--- src/rtl/multi_edge_counter.sv ---
// Per-channel rising/falling edge counter with wrap/saturate, sticky overflow and edge pulses.
// Define EDGE_CNT_SYNC_EN to insert a 2-flop synchroniser per channel ahead of edge detection.
module multi_edge_counter #(
  parameter int unsigned N_CH     = 4,
  parameter int unsigned CNT_W    = 8,
  parameter int unsigned SATURATE = 0
) (
  input  logic                    clk,
  input  logic                    rst,
  input  logic                    en,
  input  logic                    clr,
  input  logic [N_CH-1:0]         sig_in,
  output logic [N_CH*CNT_W-1:0]   rise_cnt,
  output logic [N_CH*CNT_W-1:0]   fall_cnt,
  output logic [N_CH-1:0]         rise_ovf,
  output logic [N_CH-1:0]         fall_ovf,
  output logic [N_CH-1:0]         rise_pulse,
  output logic [N_CH-1:0]         fall_pulse
);

  typedef enum logic [1:0] {ST_SYNC0, ST_SYNC1, ST_PRIME, ST_RUN} state_t;

  state_t                  state_q, state_d;
  logic [N_CH-1:0]         sig_s;
  logic [N_CH-1:0]         sig_d_q, sig_d_d;
  logic [N_CH*CNT_W-1:0]   rise_cnt_q, rise_cnt_d;
  logic [N_CH*CNT_W-1:0]   fall_cnt_q, fall_cnt_d;
  logic [N_CH-1:0]         rise_ovf_q, rise_ovf_d;
  logic [N_CH-1:0]         fall_ovf_q, fall_ovf_d;
  logic [N_CH-1:0]         rise_pulse_q, rise_pulse_d;
  logic [N_CH-1:0]         fall_pulse_q, fall_pulse_d;
  logic [N_CH-1:0]         rise_det, fall_det;
  logic                    primed;

`ifdef EDGE_CNT_SYNC_EN
  // Priming is deferred until both synchroniser stages carry post-reset samples.
  localparam state_t RST_STATE = ST_SYNC0;
  logic [N_CH-1:0] sync1_q, sync1_d, sync2_q, sync2_d;

  always_comb begin
    sync1_d = sig_in;
    sync2_d = sync1_q;
  end

  always_ff @(posedge clk or posedge rst) begin
    if (rst) begin
      sync1_q <= '0;
      sync2_q <= '0;
    end else begin
      sync1_q <= sync1_d;
      sync2_q <= sync2_d;
    end
  end

  assign sig_s = sync2_q;
`else
  localparam state_t RST_STATE = ST_PRIME;
  assign sig_s = sig_in;
`endif

  // Returns {overflow, next_count} for one increment.
  function automatic logic [CNT_W:0] step(input logic [CNT_W-1:0] c);
    logic [CNT_W-1:0] nxt;
    logic             at_max;
    at_max = (c == '1);
    nxt    = c + 1'b1;
    if (at_max && (SATURATE != 0)) nxt = c;
    return {at_max, nxt};
  endfunction

  always_comb begin
    state_d = state_q;
    case (state_q)
      ST_SYNC0: state_d = ST_SYNC1;
      ST_SYNC1: state_d = ST_PRIME;
      ST_PRIME: state_d = ST_RUN;
      ST_RUN:   state_d = ST_RUN;
    endcase
  end

  assign primed = (state_q == ST_RUN);

  always_comb begin
    logic [CNT_W:0] r_step;
    logic [CNT_W:0] f_step;
    r_step       = '0;
    f_step       = '0;
    sig_d_d      = sig_s;
    rise_det     = primed ? (sig_s & ~sig_d_q) : '0;
    fall_det     = primed ? (~sig_s & sig_d_q) : '0;
    rise_pulse_d = rise_det;
    fall_pulse_d = fall_det;
    rise_cnt_d   = rise_cnt_q;
    fall_cnt_d   = fall_cnt_q;
    rise_ovf_d   = rise_ovf_q;
    fall_ovf_d   = fall_ovf_q;
    if (clr) begin
      rise_cnt_d = '0;
      fall_cnt_d = '0;
      rise_ovf_d = '0;
      fall_ovf_d = '0;
    end else if (en) begin
      for (int unsigned i = 0; i < N_CH; i++) begin
        if (rise_det[i]) begin
          r_step = step(rise_cnt_q[i*CNT_W +: CNT_W]);
          rise_cnt_d[i*CNT_W +: CNT_W] = r_step[CNT_W-1:0];
          if (r_step[CNT_W]) rise_ovf_d[i] = 1'b1;
        end
        if (fall_det[i]) begin
          f_step = step(fall_cnt_q[i*CNT_W +: CNT_W]);
          fall_cnt_d[i*CNT_W +: CNT_W] = f_step[CNT_W-1:0];
          if (f_step[CNT_W]) fall_ovf_d[i] = 1'b1;
        end
      end
    end
  end

  always_ff @(posedge clk or posedge rst) begin
    if (rst) begin
      state_q      <= RST_STATE;
      sig_d_q      <= '0;
      rise_cnt_q   <= '0;
      fall_cnt_q   <= '0;
      rise_ovf_q   <= '0;
      fall_ovf_q   <= '0;
      rise_pulse_q <= '0;
      fall_pulse_q <= '0;
    end else begin
      state_q      <= state_d;
      sig_d_q      <= sig_d_d;
      rise_cnt_q   <= rise_cnt_d;
      fall_cnt_q   <= fall_cnt_d;
      rise_ovf_q   <= rise_ovf_d;
      fall_ovf_q   <= fall_ovf_d;
      rise_pulse_q <= rise_pulse_d;
      fall_pulse_q <= fall_pulse_d;
    end
  end

  assign rise_cnt   = rise_cnt_q;
  assign fall_cnt   = fall_cnt_q;
  assign rise_ovf   = rise_ovf_q;
  assign fall_ovf   = fall_ovf_q;
  assign rise_pulse = rise_pulse_q;
  assign fall_pulse = fall_pulse_q;

endmodule

--- config.mk ---
export PLATFORM = sky130hd
export DESIGN_NAME = multi_edge_counter
export DESIGN_NICKNAME = d
export VERILOG_FILES = /design/src/rtl/multi_edge_counter.sv
export SDC_FILE = /design/constraint.sdc
export NUM_CORES = 1
export LEC_CHECK = 0
export ABC_AREA = 1
export ABC_CLOCK_PERIOD_IN_PS = 6100
export CAP_MARGIN = 20
export CORE_MARGIN = 8
export CORE_UTILIZATION = 35
export CTS_CLUSTER_DIAMETER = 150
export DETAILED_ROUTE_END_ITERATION = 12
export SLEW_MARGIN = 40
export SYNTH_ARGS = -nofsm -noshare
export SYNTH_HDL_FRONTEND = slang
export SYNTH_SLANG_ARGS = --single-unit
--- constraint.sdc ---
create_clock -name clk -period 6.1 [get_ports clk]
set_input_delay 1.22 -clock clk [delete_from_list [all_inputs] [get_ports clk]]
set_output_delay 1.22 -clock clk [all_outputs]
set_load 0.005 [all_outputs]
* Yosys cells after proc, flatten, opt, wreduce, memory -nomap -nowiden
Index checks and enable logic that the tools add are counted.
** Word-level totals
- Register bits :: 86
- Input port bits :: 8
- Output and inout port bits :: 80
- Logic and storage cells :: 113
** Cells by class
- $add $sub $neg :: 8
- Eq/ne operators :: 11
- Mux-type cells :: 35
- Bitwise operators :: 4
- Reduce and logical (&&, ||, !) cells :: 35
** Operators with widths (number)
- $mux 32 :: 4
- $add 8x1->8 const B :: 8
- $eq 8x8->1 const B :: 8
- $mux 8 :: 8
- $reduce_bool 2->1 :: 17
- $mux 4 :: 6
- $reduce_and 3->1 :: 8
- $mux 1 :: 16
- $reduce_and 2->1 :: 8
- $and 4x4->4 :: 2
- $not 4->4 :: 2
- $pmux 2 s3 :: 1
- $eq 2x2->1 const B :: 2
- $eq 2x1->1 const B :: 1
- $logic_not 2->1 :: 1
- $reduce_or 2->1 :: 1

* Longest topological paths before layout
Gate-level depths: netlist (run 1).
- Depth in word-level cells :: 6
- Mapped depth :: 8
- Depth with buffers taken out :: 8

* Worst setup path after synthesis (run 1)
OpenSTA, ideal clock, no wires.
- Path type :: input to register
- Start :: input port clr
- End :: register fall_cnt_q[11], in the netlist fall_cnt[11]
- Setup time :: 0.083 ns
- Arrival time :: 1.981 ns
- Required time :: 6.017 ns
- Slack :: 4.037 ns
- Stages :: 5
- Buffers on the path :: 2
- Path through :: inv_2 -> buf_2 -> clkbuf_1 -> nand4_1 -> o21ai_0
** On the way
- Longest elaborated chain between the ends :: 2
- Elaborated cells on any way between the ends :: 4
- Classes of those cells :: 1 x mux; 3 x reduce/logical
** Ends and longest elaborated chain
- start: declaration :: RTL line 11 : input logic clr,
- $reduce_bool 2->1 (no source line)
- $reduce_and 2->1 (no source line)
- end signal: assignment :: RTL line 132 : fall_cnt_q <= fall_cnt_d;
- end: declaration :: RTL line 27 : logic [N_CH*CNT_W-1:0] fall_cnt_q, fall_cnt_d;
Parallel ways exist; a longest one is shown, timed or not.
A chain may end at the register's enable or synchronous reset.

* Worst setup path after layout (run 1)
- Start :: input port clr
- End :: register rise_cnt_q[27], in the netlist rise_cnt[27]
** On the way
- Longest elaborated chain between the ends :: 2
- Elaborated cells on any way between the ends :: 4
- Classes of those cells :: 1 x mux; 3 x reduce/logical
** Ends and longest elaborated chain
- $reduce_bool 2->1 (no source line)
- $reduce_and 2->1 (no source line)
- end signal: assignment :: RTL line 131 : rise_cnt_q <= rise_cnt_d;
- end: declaration :: RTL line 26 : logic [N_CH*CNT_W-1:0] rise_cnt_q, rise_cnt_d;
Parallel ways exist; a longest one is shown, timed or not.

==> results of run 1 <==
-- routing by layer --
layer  routed length (µm)  track usage
met2                 5715       0.2347
met5                    0            0
met1                 5672       0.1846
met4                  196      0.05363
met3                  776      0.03823
-- area by class of cell --
| type | instances | area (µm²) | area share |
|---|---|---|---|
| multi-input combinational | 470 | 2217 | 0.3609 |
| timing repair buffer | 89 | 885.9 | 0.1442 |
| inverter | 85 | 329.1 | 0.05356 |
| sequential | 86 | 2153 | 0.3505 |
| clock buffer | 11 | 242.7 | 0.03951 |
| clock inverter | 4 | 95.09 | 0.01548 |
| tap | 176 | 220.2 | 0.03585 |
-- power breakdown --
group	switching, µW	total (µW)	internal (µW)
logic	70.1	114	44.0
registers	13.1	599	586
clock network	215	623	409
total	298	1340	1040
-- sequential cells by signal, indices dropped and copies added, names as in the netlist --
signal	count
state_q	2
rise_pulse	4
rise_ovf	4
sig_d_q	4
fall_ovf	4
fall_pulse	4
fall_cnt	32
rise_cnt	32
-- path summary, 6_finish.rpt --
kind	from	end	slack, ps	cells after the start
hold / removal	state_q[0]	state_q[0]	470	1
setup reg to reg	state_q[1]	rise_cnt[20]	4080	5
max in group asynchronous	rst	fall_cnt[4]	3840	3
hold reg to reg	state_q[0]	state_q[0]	470	1
min in group asynchronous	rst	fall_cnt[31]	1300	2
setup / recovery	clr	rise_cnt[27]	3060	7
-- worst reg2reg max path, stage by stage (launching register included) --
cell	delay (ps)
dfstp_2	540
nand2_2	410
o21ai_0	480
nand2_1	210
inv_1	160
o21ai_0	100
-- cell families (layout without fill, tap and decap cells) --
| family | count (synthesis) | after routing | share of synthesized area |
|---|---|---|---|
| adder cells (fa/ha/maj) | 8 | 8 | 0.02102 |
| flip-flops | 86 | 86 | 0.4522 |
| AO/OA/AOI/OAI | 52 | 52 | 0.05912 |
| buffers and inverters | 98 | 189 | 0.08224 |
| AND/OR/NAND/NOR | 410 | 410 | 0.3854 |
-- cell usage in the layout (no fill, tap or decap) --
cell,instances
a21oi_1,2
clkbuf_1,1
inv_1,81
bufinv_16,3
nor2_1,70
nand2_2,2
o21bai_1,1
dfstp_2,1
clkbuf_8,1
nand4_1,45
or2_2,1
clkinv_2,1
nand2_1,225
clkdlybuf4s50_1,87
nor3_4,8
o21ai_0,44
ha_1,8
clkbuf_16,9
nand3_1,57
buf_4,2
inv_6,1
a21oi_2,2
inv_4,2
inv_2,1
nor2_2,2
o21ai_2,3
dfrtp_1,85
-- stage by stage --
step	utilization	hold slack, ps
global placement	0.4381	452.1
global route	0.4639	511.5
floorplan	-	440.0
detailed placement	0.4383	466.4
finish	0.4639	468.5
CTS	0.4638	473.5
==> impl_metrics.csv, run 1 <==
group,metric,value,unit
global_route,overflow,0,
logic_synthesis,synth_fp_nets,670,
clock_network,cts_num_sinks,86,
finish,n_antenna_cell,0,
global_route,grt_pass1_vias,4426,
hold_path,hold_class,"register to register",
logic_synthesis,yosysSeqAreaShare,0.4522,
logic_synthesis,synthFlopType,"dfrtp_1",
logic_synthesis,synth_cells,654,
worst_setup_path,arrival,3280,ps
finish,fin_area,6143,µm²
outcome,status,"finished clean",
global_route,antenna_found_initial,0,
route,wire_per_inst,13.42,µm
sta,rsz0062_at_grt,"no",
worst_setup_path,cp_cell_sequence,"clkdlybuf4s50_1 > inv_4 > buf_4 > o21ai_0 > nand2_1 > inv_1 > o21ai_0",
power_and_ir_drop,fin_total_pwr,1337,µW
logic_synthesis,synth_area_leaders,"dfrtp_1, nand2_1, inv_1, nand3_1, nand4_1",
clock_network,insertion_delay,330,ps
route,vias,4542,
finish,final_cells,921,
route,drc_errors,0,
logic_synthesis,synth_top_area_frac,0.4467,
worst_setup_path,crit_path_frequent_cell,"o21ai_0",
placement,pre_cts_ws,2687,ps
sta,fin_crit,3038,ps
logic_synthesis,syn_area_per_cell,7.281,µm²
worst_setup_path,slowest_stage,"buf_4",
worst_setup_path,crit_required,6340,ps
logic_synthesis,synth_seq_cells,86,
finish,area_growth,29.01,%
finish,fillCellCount,1344,
global_route,grt_pass1_wl,21460,µm
finish,drive_above_1_share,0.05235,
floorplanning,dieArea,17590,µm²
placement,dp_cells,906,
floorplanning,pin_count,88,
global_route,grt_max_degree,55,
floorplanning,core_area,13240,µm²
logic_synthesis,yosys_warnings,0,
global_route,track_usage,0.1460,
placement,dpl.hpwl,9005,µm
logic_synthesis,syn-cell-area,4762,µm²
floorplanning,num_rows,42,
clock_network,cts_tree,"done",
logic_synthesis,synth_top_area_cell,"dfrtp_1",
logic_synthesis,synthMostInstantiatedCell,"nand2_1",
run,max_cap_viol_count,0,
sta,worst_pin_slew,745.6,ps
route,drt_iter0_drc,380,
power_and_ir_drop,ir_drop,0.1264,mV
floorplanning,die_h,132.6,µm
floorplanning,die_w,132.6,µm
clock_network,cts_setup_buffers,0,
placement,io_buffers,87,
placement,gp_congestion,0.8788,
logic_synthesis,synthArstFlopShare,1.000,
finish,nets,757,
sta,max_slew_margin,0.5012,
power_and_ir_drop,power.density,217.6,nW/µm²
sta,fin_ws,3062,ps
logic_synthesis,yosys-top-cells-count,"nand2_1, dfrtp_1, inv_1, nor2_1, nand3_1",
clock_network,htreeDepth,3,
clock_network,hold_buffers,0,
sta,finalHoldViolCount,0,
worst_setup_path,worst-path-buf-inv,4,
worst_setup_path,start_kind,"primary input",
sta,setup_viol,0,
route,vias_per_cell,4.932,
clock_network,cts_made_buffers,9,
power_and_ir_drop,p_leak,0.002811,µW
sta,drv_slew,0,
worst_setup_path,crit_fanout,54,
sta,setup_tns,0,ps
clock_network,path_clk_slew,60,ps
worst_setup_path,slowest_delay,460,ps
floorplanning,start_util,0.3596,
logic_synthesis,ys_types,23,
sta,fmax,0.3292,GHz
sta,fin_skew,5.570,ps
route,totalWireLength,12360,µm
logic_synthesis,synth_edf_count,0,
route,dr.pass1.iters,4,
route,ant_nets,0,
clock_network,cts-root-buf,"clkbuf_16",
sta,fin_crit_sh,0.4980,
worst_setup_path,crit_type,"primary input to register",
worst_setup_path,cp_top_family,"buffers and inverters",
placement,placed_cell_area,5804,µm²
worst_setup_path,worstSetupEndpointType,"register",
clock_network,cts_resized,0,
clock_network,clock_path_buffers,2,
(Power assumes the default switching activity.)
==> run 2, diff against run 1 <==
--- a/config.mk
+++ b/config.mk
@@ -6,7 +6,7 @@
 export NUM_CORES = 1
 export LEC_CHECK = 0
 export ABC_AREA = 1
-export ABC_CLOCK_PERIOD_IN_PS = 6100
+export ABC_CLOCK_PERIOD_IN_PS = 2500
 export CAP_MARGIN = 20
 export CORE_MARGIN = 8
 export CORE_UTILIZATION = 35
==> constraint.sdc (replaced) <==
create_clock -name clk -period 2.5 [get_ports clk]
set_input_delay 0.5 -clock clk [delete_from_list [all_inputs] [get_ports clk]]
set_output_delay 0.5 -clock clk [all_outputs]
set_load 0.005 [all_outputs]
==> run 2 against run 1 <==
  * Wire length increased by 3.5%
  * Clock power increased by 110%
  * Via count increased by 0.77%
  * Global-route usage increased by 0.27 points
  * Non-clock buffer count increased by 8
  * Die area unchanged
  * Utilization increased by 0.26 points
  * Clock skew decreased by 2.3 ps
  * Largest cell class unchanged
  * Combinational power increased to 2.6 times the previous value
  * Critical path type is now register to register
  * Setup slack got worse by 2500 ps
  * Largest power group is now sequential cells
  * Sequential cell count unchanged
  * Sequential share of layout area decreased by 0.19 points
==> impl_metrics.csv, run 2 (synthesis results as in run 1) <==
group,metric,value,unit
outcome,status,"finished clean",
worst_setup_path,r2r_cells,6,
clock_network,htreeDepth,3,
floorplanning,die_w,132.6,µm
worst_setup_path,r2r_end,"rise_cnt[13]",
hold_path,hold_class,"register to register",
placement,dp_cells,914,
finish,drive_above_1_share,0.06109,
global_route,grt_max_degree,29,
finish,nets,765,
sta,fmax,0.5289,GHz
power_and_ir_drop,power.density,493.7,nW/µm²
clock_network,cts-root-buf,"clkbuf_16",
worst_setup_path,slowest_stage,"dfstp_2",
route,drc_errors,0,
worst_setup_path,cp_top_family,"simple AND/OR/NAND/NOR gates",
worst_setup_path,cp-endpoint,"rise_cnt[13]",
global_route,grt_pass1_vias,4502,
worst_setup_path,crit_type,"register to register",
sta,setup_tns,0,ps
sta,finalHoldViolCount,0,
clock_network,path_clk_slew,60,ps
worst_setup_path,crit_fanout,18,
worst_setup_path,start_kind,"register",
sta,worst_hold_slack,477.1,ps
finish,fillCellCount,1339,
clock_network,cts_setup_buffers,0,
worst_setup_path,reg2reg_slack,610,ps
sta,max_slew_margin,0.6454,
global_route,grt_pass1_wl,21870,µm
clock_network,cts_made_buffers,9,
finish,n_antenna_cell,0,
clock_network,clock_path_buffers,2,
finish,area_growth,29.72,%
global_route,overflow,0,
floorplanning,core_area,13240,µm²
sta,fin_crit,1891,ps
power_and_ir_drop,p_leak,0.002831,µW
sta,drv_slew,0,
placement,gp_congestion,0.8364,
floorplanning,start_util,0.3596,
floorplanning,pin_count,88,
sta,rsz0062_at_grt,"no",
worst_setup_path,path_depth,6,
finish,layout_commonest_cell,"nand2_1",
placement,dpl.hpwl,9429,µm
clock_network,cts_tree,"done",
global_route,track_usage,0.1487,
route,ant_nets,0,
worst_setup_path,crit_required,2730,ps
sta,fin_skew,3.311,ps
route,dr.pass1.iters,6,
route,wire_per_inst,13.77,µm
route,vias_per_cell,4.927,
worst_setup_path,reg2reg_from,"state_q[1]",
worst_setup_path,worstSetupEndpointType,"register",
route,drt_iter0_drc,324,
floorplanning,dieArea,17590,µm²
finish,final_cells,929,
run,max_cap_viol_count,0,
placement,io_buffers,87,
clock_network,cts_resized,0,
clock_network,cts_num_sinks,86,
global_route,antenna_found_initial,0,
floorplanning,num_rows,42,
worst_setup_path,startpoint,"state_q[1]",
route,totalWireLength,12790,µm
worst_setup_path,worst-path-buf-inv,1,
worst_setup_path,cp_cell_sequence,"nand2_2 > buf_4 > nor3_4 > nand3_1 > nand2_1 > nor2_1",
power_and_ir_drop,ir_drop,0.3859,mV
clock_network,hold_buffers,0,
route,vias,4577,
sta,setup_viol,0,
sta,fin_crit_sh,0.7563,
worst_setup_path,arrival,2120,ps
clock_network,insertion_delay,340,ps
sta,worst_pin_slew,530.1,ps
finish,final_cell_mix,"nand2_1, clkdlybuf4s50_1, dfrtp_1",
worst_setup_path,slowest_delay,550,ps
floorplanning,die_h,132.6,µm
==> run 2: stage by stage <==
stage          power [µW]    util  worst slack, ps  area (µm²)
5_1_grt              3178  0.4665            423.9        6177
2_1_floorplan        1627       -             1007        4766
4_1_cts              3098  0.4665            592.4        6177
3_5_place_dp         1786  0.4447            353.0        5889
6_report             3050  0.4665            609.2        6177
3_3_place_gp         1783  0.4447            400.9        5889
==> run 2: worst register-to-register path, cell delays in order (launching register included) <==
cell and delay, ps:
dfstp_2 550, nand2_2 300, buf_4 320, nor3_4 390, nand3_1 120, nand2_1 80
nor2_1 30
==> run 2: worst min-delay path by stage <==
stage	startpoint	end	cells after the start	slack, ps
after global routing	state_q[0]	state_q[0]	1	510
after CTS	state_q[0]	state_q[0]	1	480
after detailed placement	state_q[0]	state_q[0]	1	470
after global placement	state_q[0]	state_q[0]	1	450
final	state_q[0]	state_q[0]	1	480
after floorplan	state_q[0]	state_q[0]	1	440
==> run 2: area by class of cell <==
| cell class | instances | area, µm² | area share |
|---|---|---|---|
| flip-flops and latches | 86 | 2153 | 0.3486 |
| well taps | 176 | 220.2 | 0.03565 |
| clock buffers | 15 | 287.8 | 0.04659 |
| multi-input cells | 470 | 2217 | 0.3589 |
| repair buffers | 97 | 970.9 | 0.1572 |
| inverters | 85 | 327.8 | 0.05307 |
==> run 2: where the power goes <==
part           internal (µW)  switching (µW)  leakage, µW
combinational            118             175      0.00153
clock                    778             517     0.000142
sequential              1430            31.2      0.00116
total                   2330             723      0.00283
==> run 2: metal layers <==
layer / share of wire / track usage
met1: 0.46 / 0.1866
met2: 0.46 / 0.2386
met3: 0.065 / 0.04996
met4: 0.012 / 0.04101
met5: 0 / 0
